[src/rtl/fpnew_pkg.sv]
// Shared FPU types used by the result FIFO.
// status_t carries the five IEEE 754 exception flags.
package fpnew_pkg;

  typedef struct packed {
    logic nv;
    logic dz;
    logic of;
    logic uf;
    logic nx;
  } status_t;

endpackage

[src/rtl/fpnew_result_fifo.sv]
// Result FIFO between an FPU pipeline and its consumer.
// Ports: clk_i/rst_ni, push side (result/status/ext/tag,
// in_valid_i/in_ready_o), pop side (head entry, out_valid_o/
// out_ready_i), flush_i, sticky fflags_o with clear_flags_i,
// usage_o and busy_o.
module fpnew_result_fifo
  import fpnew_pkg::*;
#(
  parameter int unsigned Width   = 32,
  parameter int unsigned Depth   = 4,
  parameter type         TagType = logic
) (
  input  logic                       clk_i,
  input  logic                       rst_ni,
  input  logic [Width-1:0]           result_i,
  input  status_t                    status_i,
  input  logic                       extension_bit_i,
  input  TagType                     tag_i,
  input  logic                       in_valid_i,
  output logic                       in_ready_o,
  input  logic                       flush_i,
  output logic [Width-1:0]           result_o,
  output status_t                    status_o,
  output logic                       extension_bit_o,
  output TagType                     tag_o,
  output logic                       out_valid_o,
  input  logic                       out_ready_i,
  input  logic                       clear_flags_i,
  output status_t                    fflags_o,
  output logic [$clog2(Depth+1)-1:0] usage_o,
  output logic                       busy_o
);

  localparam int unsigned PtrW = (Depth > 1) ? $clog2(Depth) : 1;
  localparam int unsigned CntW = $clog2(Depth + 1);

  typedef logic [PtrW-1:0] ptr_t;
  typedef logic [CntW-1:0] cnt_t;

  typedef struct packed {
    logic [Width-1:0] result;
    status_t          status;
    logic             ext;
    TagType           tag;
  } entry_t;

  entry_t  mem_q  [Depth];
  entry_t  mem_d  [Depth];
  ptr_t    rptr_q, rptr_d;
  ptr_t    wptr_q, wptr_d;
  cnt_t    count_q, count_d;
  status_t fflags_q, fflags_d;

  logic   push, pop;
  entry_t head;

  function automatic ptr_t incr(ptr_t p);
    return (p == ptr_t'(Depth - 1)) ? '0 : p + ptr_t'(1);
  endfunction

  assign head        = mem_q[rptr_q];
  assign in_ready_o  = (count_q != cnt_t'(Depth));
  assign out_valid_o = (count_q != '0);
  assign push        = in_valid_i & in_ready_o & ~flush_i;
  assign pop         = out_valid_o & out_ready_i & ~flush_i;

  always_comb begin
    mem_d    = mem_q;
    rptr_d   = rptr_q;
    wptr_d   = wptr_q;
    count_d  = count_q;
    fflags_d = clear_flags_i ? '0 : fflags_q;
    if (flush_i) begin
      rptr_d  = '0;
      wptr_d  = '0;
      count_d = '0;
    end else begin
      if (push) begin
        mem_d[wptr_q] = '{
          result: result_i,
          status: status_i,
          ext:    extension_bit_i,
          tag:    tag_i
        };
        wptr_d = incr(wptr_q);
      end
      if (pop) begin
        rptr_d   = incr(rptr_q);
        fflags_d = fflags_d | head.status;
      end
      // push and pop together leave the count alone
      unique case (1'b1)
        push && !pop: count_d = count_q + cnt_t'(1);
        pop && !push: count_d = count_q - cnt_t'(1);
        default:      count_d = count_q;
      endcase
    end
  end

  always_ff @(posedge clk_i or negedge rst_ni) begin
    if (!rst_ni) begin
      for (int i = 0; i < Depth; i++) mem_q[i] <= '0;
      rptr_q   <= '0;
      wptr_q   <= '0;
      count_q  <= '0;
      fflags_q <= '0;
    end else begin
      mem_q    <= mem_d;
      rptr_q   <= rptr_d;
      wptr_q   <= wptr_d;
      count_q  <= count_d;
      fflags_q <= fflags_d;
    end
  end

  assign result_o        = head.result;
  assign status_o        = head.status;
  assign extension_bit_o = head.ext;
  assign tag_o           = head.tag;
  assign fflags_o        = fflags_q;
  assign usage_o         = count_q;
  assign busy_o          = (count_q != '0);

endmodule

[config.mk]
export PLATFORM = sky130hd
export DESIGN_NAME = fpnew_result_fifo
export DESIGN_NICKNAME = d
export VERILOG_FILES = /design/src/rtl/fpnew_pkg.sv /design/src/rtl/fpnew_result_fifo.sv
export SDC_FILE = /design/constraint.sdc
export NUM_CORES = 1
export LEC_CHECK = 0
export BUFFER_PORTS_ARGS = -buffer_cell sky130_fd_sc_hd__clkbuf_2
export CAP_MARGIN = 30
export CORE_AREA = 3 3 120 122
export CTS_CLUSTER_DIAMETER = 30
export DETAILED_ROUTE_END_ITERATION = 7
export DIE_AREA = 0 0 123 125
export HOLD_SLACK_MARGIN = 0.05
export PLACE_DENSITY_LB_ADDON = 0.05
export SLEW_MARGIN = 20
export SYNTH_ARGS = -nofsm -noshare
export SYNTH_HDL_FRONTEND = slang
export SYNTH_SLANG_ARGS = --single-unit
[constraint.sdc]
create_clock -name clk_i -period 3.1 [get_ports clk_i]
set_clock_uncertainty 0.2 [all_clocks]
set_input_delay 0.62 -clock clk_i [delete_from_list [all_inputs] [get_ports clk_i]]
set_output_delay 0.62 -clock clk_i [all_outputs]
set_load 0.005 [all_outputs]
==> out/metrics.cfg, run 1 <==
[status]
status = completed

[clock_network]
clk_pin_slew_ns = 0.06
cts_tree = built
root_buffer = sky130_fd_sc_hd__clkbuf_16
numCtsBuffers = 17
clock_tree.htree_level_count = 4
tritoncts_num_sinks = 168
worst_skew_pair.late_latency_ns = 0.42
clockBufferDepth = 2

[yosys]
yosys.cell_count.top_type = sky130_fd_sc_hd__dfrtp_1
mappedNetlistNets = 517
yosysWarnings = 0
post_synth_num_cell_types = 34
synth_seq_area_share = 0.5427
synth_edf_count = 0
post_synth_inst_count = 466
syn-cell-area_sq_mm = 0.007746
post_synth.cell_area_avg_sq_um = 16.62
postSynthRegisterBits = 168
synth_top_area_cell = sky130_fd_sc_hd__dfrtp_1
synthDominantCellAreaShare = 0.5427
ys_top_cells_by_count = sky130_fd_sc_hd__dfrtp_1, sky130_fd_sc_hd__mux2_2, sky130_fd_sc_hd__mux2_4, sky130_fd_sc_hd__mux4_2, sky130_fd_sc_hd__nand2_1
async_flop_share = 1.000
synth_area_leaders = sky130_fd_sc_hd__dfrtp_1, sky130_fd_sc_hd__mux2_2, sky130_fd_sc_hd__mux4_2, sky130_fd_sc_hd__mux2_4, sky130_fd_sc_hd__buf_12
synth_ff_type = sky130_fd_sc_hd__dfrtp_1

[pwr]
clkPwrFrac = 0.313
power.ir.vdd_worst_mv = 0.4447
power.static_leakage_nw = 4.236
combinational_cell_fraction_of_total_power = 0.220
pwr_density_cell_mw_per_mm2 = 738.1
internal_power_mw = 4.924
p_seq_frac = 0.467
netSwitchingFraction = 0.2519
p_switching_mw = 1.658
power_mw = 6.582

[placement]
detailedPlacementHpwl_mm = 9.326
placed_cell_area_sq_mm = 0.008329
dp_slack_ns = 0.5291
port-buffer-count = 94
gpl.final_weighted_congestion = 0.7840

[routing]
routed_wl_mm = 14.52
topRoutingLayerUsed = met4
drt_first_pass_iters = 6
remaining_drc_errors = 0
routed_wire_length_per_instance_um = 19.36
met3WireLength_um = 730
vias_per_cell = 5.621
wl_met2_mm = 7.149
detail_route.wirelength.met1_mm = 6.449
antenna_violating_nets_post_route = 0
detailroute.via_count = 4216
initialDrtViolationCount = 235

[floorplan]
y_dimension_of_the_die_um = 125
floorplan.rows = 42
floorplan.die_area_sq_mm = 0.01538
die_w_um = 123
design.portCount = 95
fp.coreArea_sq_mm = 0.01330
starting_density_of_the_core = 0.5826

[grt]
grt_first_pass_wirelength_mm = 24.05
global_route.overflow_total = 0
grt_max_degree = 69
grt_antenna_before_repair = 0
grt_pass1_vias = 4500
overall_track_demand_over_capacity_in_global_routing = 0.2031

[sta]
setup_total_negative_slack_ns = 0
grt_setup_unrepaired = no
hold-worst-slack_ns = 0.2425
final.period_utilization = 0.8627
max-slew-margin-rel = 0.5719
maximum_clock_rate_ghz = 0.3739
post-route-min-period_ns = 2.674
finalSetupViolations = 0
setup_ws_ns = 0.4257
final_report_max_slew_violation_count = 0
tightest_slew_ns = 0.6421
number_of_hold_violations_in_the_final_report = 0

[cells_and_area]
post_route_cells_drive_above_1_share = 0.5976
antennaDiodeCount = 0
layout.filler_cells = 952
area_delta_synth_final_pct = 15.13
final_design_area_no_fill_sq_mm = 0.008919
design.final.nets = 612

[critical_path]
worst-path-max-fanout = 18
critical_path_class = flop to primary output
timing.critical_path.to_type = primary output
critical_path_required_ns = 2.28
crit_arrival_ns = 1.85
cp-start-kind = flop

[hold_path]
min_path_type = input pin to flop

[flow_run]
max_cap_violations = 0

## per-layer routing
layer | vias to the layer above | track usage
li1 | 1901 | -
met2 | 68 | 0.3223
met5 | - | 0
met4 | 0 | 0.06059
met1 | 2233 | 0.2704
met3 | 14 | 0.06459
## flip-flops by register name (all words and copies together) (netlist names)
name,cells
mem_q,156
fflags_o,5
usage_o,3
rptr_q,2
wptr_q,2
## final cells by class
cell class	instances	area, sq um	area share
Sequential cell	168	4207	0.4717
Multi-Input combinational cell	259	3214	0.3604
Timing Repair Buffer	108	671.9	0.07534
Clock buffer	18	429.2	0.04812
Tap cell	176	220.2	0.02469
Clock inverter	14	150.1	0.01684
Inverter	7	26.28	0.002946
## critical path: stages (launching register included)
cell	delay [ns]
sky130_fd_sc_hd__dfrtp_2	0.54
sky130_fd_sc_hd__buf_4	0.36
sky130_fd_sc_hd__mux4_2	0.40
sky130_fd_sc_hd__clkbuf_2	0.14
## through the flow
step | utilization | cells
floorplan | - | 466
global placement | 0.6265 | 717
detailed placement | 0.6265 | 717
CTS | 0.6708 | 750
global route | 0.6708 | 750
finish | 0.6708 | 750
## cells by family (layout without fill, tap and decap cells)
group	Yosys count	in the layout	synth area share
xor gates and xnor gates	1	1	0.001131
DFF	168	168	0.5427
AOI/OAI and AO/OA	18	18	0.01309
muxes	197	197	0.3623
adders and majority gates	6	6	0.01066
and+or+nand+nor	37	37	0.02778
buffers and inverters	39	147	0.04232
## path summary, 6_finish.rpt
kind	startpoint	endpoint	slack (ns)	cells past startpoint
setup / recovery	rptr_q[1]	status_o[3]	0.43	3
hold / removal	clear_flags_i	fflags_o[2]	0.24	2
setup reg to reg	usage_o[0]	usage_o[2]	0.61	8
hold reg to reg	mem_q[57]	mem_q[57]	0.30	1
max in group asynchronous	rst_ni	mem_q[68]	1.40	3
min in group asynchronous	rst_ni	fflags_o[3]	0.58	2
## layout by cell type, fill, tap and decap left out, drive strengths merged
master and count:
mux2i 1, or3 3, clkinvlp 6, or3b 2, nand3 4, o21ai 9
a21oi 4, clkbuf 111, a41oi 1, nor2 6, nor4 1, dfrtp 168
and2 2, bufinv 2, ha 5, nor3 2, dlygate4sd3 1, nand2b 1
o31ai 1, and3b 1, xnor2 1, mux2 157, buf 14, inv 9
o22ai 1, clkinv 4, mux4 39, a31oi 1, nand2 15, fa 1
o211ai 1
## power groups by stage
stage | logic (mW) | clock network, mW | registers, mW
2_1_floorplan | 1.08 | 0 | 3.00
3_3_place_gp | 1.43 | 0 | 3.07
3_5_place_dp | 1.48 | 0 | 3.10
4_1_cts | 1.48 | 2.11 | 3.07
5_1_grt | 1.58 | 2.21 | 3.14
6_report | 1.45 | 2.06 | 3.07
## repair_timing
action / CTS / global route
endpoints found under the hold margin: 66 / 0
hold buffers: 1 / 0
resized for setup: 0 / 0
buffers inserted: 0 / 0
No activity file was read; power rests on OpenSTA's default activity.
==> inputs of run 2 (changes only) <==
- MAX_ROUTING_LAYER: unset -> met4
- PLACE_DENSITY: unset -> 0.77
- PLACE_DENSITY_LB_ADDON: 0.05 -> unset
- TNS_END_PERCENT: unset -> 10
==> run 2 against run 1 <==
Global-route usage up 0.89 points. Via count up 0.71%. First-iteration DRC count down 11%. Maximum frequency down 3.7%. Sequential cell count unchanged. Critical path type is now flop to flop. Highest routed layer unchanged.
==> out/metrics.cfg, run 2 (synthesis gave the netlist of run 1 again) <==
[critical_path]
cp-start-kind = flop
worst_r2r_startpoint = usage_o[1]
timing.critical_path.to_type = flop
critPathMaxStageDelay_ns = 0.58  ; +0.04 ns
cpLargestDelayFamily = compound AO/OA/AOI/OAI gates
crit_buf_inv = 0  ; -2
reg2reg_depth = 7  ; -1
worst-path-max-fanout = 11  ; -7
critical_path_class = flop to flop
crit_path_top_delay_cell = sky130_fd_sc_hd__o31ai_1
path_cells = o31ai_1 > nor2_1 > and2_1 > fa_1 > nor4_1 > o21ai_0 > a31oi_1
crit_arrival_ns = 2.92  ; +1.07 ns
critical_path_required_ns = 3.24  ; +0.96 ns
crit_cells = 7  ; +4
critical_path.startpoint = usage_o[1]

[sta]
hold-worst-slack_ns = 0.2426  ; +0.00004600 ns
final.period_utilization = 0.8961  ; +0.03347
setup_total_negative_slack_ns = 0  ; unchanged
grt_setup_unrepaired = no
finalSetupViolations = 0  ; unchanged
max-slew-margin-rel = 0.6163  ; +0.04444
post-route-min-period_ns = 2.778  ; +0.1038 ns
final_report_max_slew_violation_count = 0  ; unchanged
maximum_clock_rate_ghz = 0.3600  ; -3.7%
tightest_slew_ns = 0.5706  ; -0.07153 ns
number_of_hold_violations_in_the_final_report = 0  ; unchanged
setup_ws_ns = 0.3220  ; -0.1038 ns

[cells_and_area]
design.final.nets = 612  ; unchanged
final_design_area_no_fill_sq_mm = 0.008944  ; +0.28%
final_cell_mix = sky130_fd_sc_hd__dfrtp_1, sky130_fd_sc_hd__mux2_2, sky130_fd_sc_hd__clkbuf_2, sky130_fd_sc_hd__mux2_4, sky130_fd_sc_hd__mux4_2
number_of_flip_flops_in_the_largest_register = 156  ; unchanged
layout.filler_cells = 945  ; -0.74%
final_cell_count_no_fill = 749  ; -0.13%
area_delta_synth_final_pct = 15.46
layout.cells.most_common = sky130_fd_sc_hd__dfrtp_1
post_route_cells_drive_above_1_share = 0.5969  ; -0.0007023
antennaDiodeCount = 0  ; unchanged
top_register = mem_q
final_util = 0.6727  ; +0.001883

[floorplan]
fp.coreArea_sq_mm = 0.01330  ; unchanged
die_w_um = 123  ; unchanged
floorplan.rows = 42  ; unchanged
floorplan.die_area_sq_mm = 0.01538  ; unchanged
starting_density_of_the_core = 0.5826  ; unchanged
design.portCount = 95  ; unchanged
y_dimension_of_the_die_um = 125  ; unchanged

[clock_network]
post_cts.repair.setup_buffers = 0  ; unchanged
clock_tree.htree_level_count = 4  ; unchanged
numCtsBuffers = 17  ; unchanged
cts_tree = built
clk_pin_slew_ns = 0.06  ; about the same
hold_buf_count_cts = 1  ; unchanged
clockBufferDepth = 2  ; unchanged
worst_skew_pair.late_latency_ns = 0.41  ; about the same
tritoncts_num_sinks = 168  ; unchanged
post_cts.resized_instances = 0  ; unchanged
root_buffer = sky130_fd_sc_hd__clkbuf_16

[pwr]
power.static_leakage_nw = 4.265  ; +0.69%
power_mw = 6.688  ; +1.6%
power.ir.vdd_worst_mv = 0.5166  ; +16%
p_switching_mw = 1.644  ; -0.82%
internal_power_mw = 5.043  ; +2.4%
netSwitchingFraction = 0.2459  ; -0.006011
p_seq_frac = 0.461  ; -0.006
pwr_density_cell_mw_per_mm2 = 747.8  ; +1.3%
clkPwrFrac = 0.320  ; +0.007
combinational_cell_fraction_of_total_power = 0.219  ; about the same

[placement]
gpl.final_weighted_congestion = 0.7474  ; -4.7%
placed_cell_area_sq_mm = 0.008329  ; unchanged
place_inst = 717  ; unchanged
port-buffer-count = 94  ; unchanged
detailedPlacementHpwl_mm = 9.934  ; +6.5%
dp_slack_ns = 0.3287  ; -0.2004 ns

[routing]
routed_wire_length_per_instance_um = 19.86  ; +2.6%
routed_wl_mm = 14.88  ; +2.5%
drt_first_pass_iters = 4  ; -2
initialDrtViolationCount = 209  ; -11%
detailroute.via_count = 4246  ; +0.71%
remaining_drc_errors = 0  ; unchanged
vias_per_cell = 5.669  ; +0.85%
antenna_violating_nets_post_route = 0  ; unchanged

[hold_path]
timing.hold.worst_path_depth = 2  ; unchanged
startpoint_of_the_worst_hold_path = clear_flags_i
min_path_type = input pin to flop

[grt]
grt_max_degree = 54  ; -22%
overall_track_demand_over_capacity_in_global_routing = 0.2119  ; +0.008855
grt_first_pass_wirelength_mm = 24.41  ; +1.5%
global_route.overflow_total = 0  ; unchanged
grt_antenna_before_repair = 0  ; unchanged
grt_pass1_vias = 4716  ; +4.8%

[status]
status = completed

[flow_run]
max_cap_violations = 0  ; unchanged

-- run 2: changes by cell type in the layout (fill, tap and decap cells not counted), sizes merged --
cell,before,now
inv,9,8
bufinv,2,3
clkinvlp,6,1
clkbuf,111,113
clkinv,4,6
-- run 2: final timing paths --
kind / end / slack [ns]
max: usage_o[2] / 0.32
max reg2reg: usage_o[2] / 0.32
min reg2reg: mem_q[53] / 0.30
max in group asynchronous: mem_q[74] / 1.46
min: fflags_o[2] / 0.24
min in group asynchronous: fflags_o[4] / 0.51
-- run 2: power by group through the flow --
| stage | combinational [mW] | sequential, mW | clock, mW |
|---|---|---|---|
| 5_1_grt | 1.59 | 3.15 | 2.28 |
| 4_1_cts | 1.50 | 3.08 | 2.19 |
| 6_report | 1.46 | 3.08 | 2.14 |
| 3_3_place_gp | 1.43 | 3.06 | 0 |
| 3_5_place_dp | 1.48 | 3.12 | 0 |
| 2_1_floorplan | 1.08 | 3.00 | 0 |
-- run 2: layer usage --
metal,routed length (um),vias up,GRT usage,part of all wire
met2,7712,96,0.3438,0.52
met4,217,0,0.06971,0.015
met1,6281,2231,0.2641,0.42
met5,0,-,-,0
li1,-,1896,-,-
met3,666,23,0.04968,0.045
-- run 2: cell type report --
| cell class | count | area, sq um | share of cell area |
|---|---|---|---|
| multi-input combinational | 259 | 3214 | 0.3594 |
| tap | 176 | 220.2 | 0.02462 |
| sequential | 168 | 4207 | 0.4703 |
| clock buffer | 20 | 456.7 | 0.05106 |
| timing repair buffer | 108 | 671.9 | 0.07513 |
| inverter | 7 | 26.28 | 0.002938 |
| clock inverter | 11 | 147.6 | 0.01651 |
==> inputs of run 3 (changes only) <==
- CORE_AREA: 3 3 120 122 -> 5 5 122 124
- DIE_AREA: 0 0 123 125 -> 0 0 127 129
==> run 3 against run 2 <==
Sequential share of layout area fell by 0.14 points. Hold slack improved by 0.0039 ns. Via count fell by 0.52%. Register-to-register slack improved by 0.27 ns. Largest cell class unchanged. Highest routed layer unchanged.
==> out/metrics.cfg, run 3 (synthesis gave the netlist of run 1 again) <==
[status]
status = completed

[critical_path]
critical_path_class = flop to primary output
crit_path_top_delay_cell = sky130_fd_sc_hd__dfrtp_2
ff2ff_setup_slack_ns = 0.59  ; +0.27 ns
path_cells = buf_12 > mux4_2 > clkbuf_2
crit_buf_inv = 2  ; +2
worst-path-max-fanout = 19  ; +8
critPathMaxStageDelay_ns = 0.62  ; +0.04 ns
cp-start-kind = flop
timing.rr.end = usage_o[2]
reg2reg_depth = 8  ; +1
crit_arrival_ns = 2.02  ; -0.90 ns
worst_r2r_startpoint = usage_o[0]
critical_path_required_ns = 2.28  ; -0.96 ns
timing.critical_path.to_type = primary output
cpLargestDelayFamily = flip-flops

[routing]
detailroute.via_count = 4224  ; -0.52%
remaining_drc_errors = 0  ; unchanged
vias_per_cell = 5.602  ; -1.2%
drt_first_pass_iters = 4  ; unchanged
initialDrtViolationCount = 256  ; +22%
routed_wl_mm = 14.76  ; -0.81%
routed_wire_length_per_instance_um = 19.57  ; -1.5%
antenna_violating_nets_post_route = 0  ; unchanged

[clock_network]
numCtsBuffers = 17  ; unchanged
cts_tree = built
root_buffer = sky130_fd_sc_hd__clkbuf_16
clk_pin_slew_ns = 0.06  ; about the same
clockBufferDepth = 2  ; unchanged
post_cts.resized_instances = 0  ; unchanged
tritoncts_num_sinks = 168  ; unchanged
hold_buf_count_cts = 1  ; unchanged
post_cts.repair.setup_buffers = 0  ; unchanged
worst_skew_pair.late_latency_ns = 0.41  ; about the same
clock_tree.htree_level_count = 4  ; unchanged

[grt]
global_route.overflow_total = 0  ; unchanged
grt_max_degree = 77  ; +43%
gr-max-usage-layer = met2
grt_use_met3 = 0.05645  ; +0.006771
grt_pass1_vias = 4672  ; -0.93%
overall_track_demand_over_capacity_in_global_routing = 0.2005  ; -0.01140
globalRouteMet2Util = 0.3197  ; -0.02410
grt_first_pass_wirelength_mm = 24.63  ; +0.91%
met1_capacity_usage_during_global_routing = 0.2552  ; -0.008881
grt_antenna_before_repair = 1  ; +1

[sta]
tightest_slew_ns = 0.5607  ; -0.009889 ns
maximum_clock_rate_ghz = 0.3523  ; -2.1%
max-slew-margin-rel = 0.6262  ; +0.009844
final.period_utilization = 0.9157  ; +0.01953
setup_total_negative_slack_ns = 0  ; unchanged
final_report_max_slew_violation_count = 0  ; unchanged
grt_setup_unrepaired = no
number_of_hold_violations_in_the_final_report = 0  ; unchanged
finalSetupViolations = 0  ; unchanged
setup_ws_ns = 0.2614  ; -0.06055 ns
post-route-min-period_ns = 2.839  ; +0.06055 ns
hold-worst-slack_ns = 0.2465  ; +0.003945 ns

[placement]
detailedPlacementHpwl_mm = 9.654  ; -2.8%
dp_slack_ns = 0.4814  ; +0.1526 ns
place_inst = 721  ; +0.56%
placed_cell_area_sq_mm = 0.008334  ; about the same
gpl.final_weighted_congestion = 0.7524  ; +0.67%
port-buffer-count = 94  ; unchanged

[floorplan]
fp.coreArea_sq_mm = 0.01367  ; +2.8%
floorplan.rows = 43  ; +2.4%
starting_density_of_the_core = 0.5668  ; -0.01579
die_w_um = 127  ; +3.3%
design.portCount = 95  ; unchanged
y_dimension_of_the_die_um = 129  ; +3.2%
floorplan.die_area_sq_mm = 0.01638  ; +6.6%

[cells_and_area]
area_delta_synth_final_pct = 15.80
design.final.nets = 612  ; unchanged
final_cell_mix = sky130_fd_sc_hd__dfrtp_1, sky130_fd_sc_hd__mux2_2, sky130_fd_sc_hd__clkbuf_2, sky130_fd_sc_hd__mux2_4, sky130_fd_sc_hd__mux4_2
layout.cells.most_common = sky130_fd_sc_hd__dfrtp_1
final_util = 0.6564  ; -0.01631
top_register = mem_q
final_design_area_no_fill_sq_mm = 0.008970  ; +0.29%
final_cell_count_no_fill = 754  ; +0.67%
number_of_flip_flops_in_the_largest_register = 156  ; unchanged
post_route_cells_drive_above_1_share = 0.5986  ; +0.001745

[hold_path]
startpoint_of_the_worst_hold_path = clear_flags_i
timing.hold.worst_path_depth = 2  ; unchanged
min_path_type = input pin to flop
worst_hold_path.endpoint = fflags_o[2]

[pwr]
power_mw = 6.734  ; +0.69%
power.ir.vdd_worst_mv = 0.6105  ; +18%
power.static_leakage_nw = 4.276  ; +0.24%
pwr_density_cell_mw_per_mm2 = 750.8  ; +0.40%

[flow_run]
max_cap_violations = 0  ; unchanged

run 3: worst max path at each step:
stage | cells past startpoint | slack (ns) | start | endpoint
2_1_floorplan | 8 | 0.55 | usage_o[0] | usage_o[2]
4_1_cts | 3 | 0.21 | rptr_q[0] | status_o[4]
5_1_grt | 3 | 0.13 | rptr_q[0] | status_o[4]
3_3_place_gp | 8 | 0.56 | out_ready_i | usage_o[1]
3_5_place_dp | 8 | 0.48 | out_ready_i | usage_o[1]
6_report | 3 | 0.26 | rptr_q[0] | status_o[4]
run 3: power breakdown:
group	internal [mW]	total (mW)	switching, mW
sequential	2.78	3.08	0.306
clock	1.35	2.19	0.838
combinational	0.962	1.46	0.499
total	5.09	6.73	1.64
run 3: cell type report:
type	instances	area, sq um
Fill cell	964	4696
Clock inverter	10	142.6
Multi-Input combinational cell	259	3214
Clock buffer	21	480.5
Sequential cell	168	4207
Tap cell	180	225.2
Antenna cell	1	2.502
Timing Repair Buffer	108	671.9
Inverter	7	26.28
run 3: layer usage:
metal  share of wire  wire (um)
met5               0          0
met4          0.0073        107
met3           0.046        673
met2            0.51       7518
met1            0.44       6459
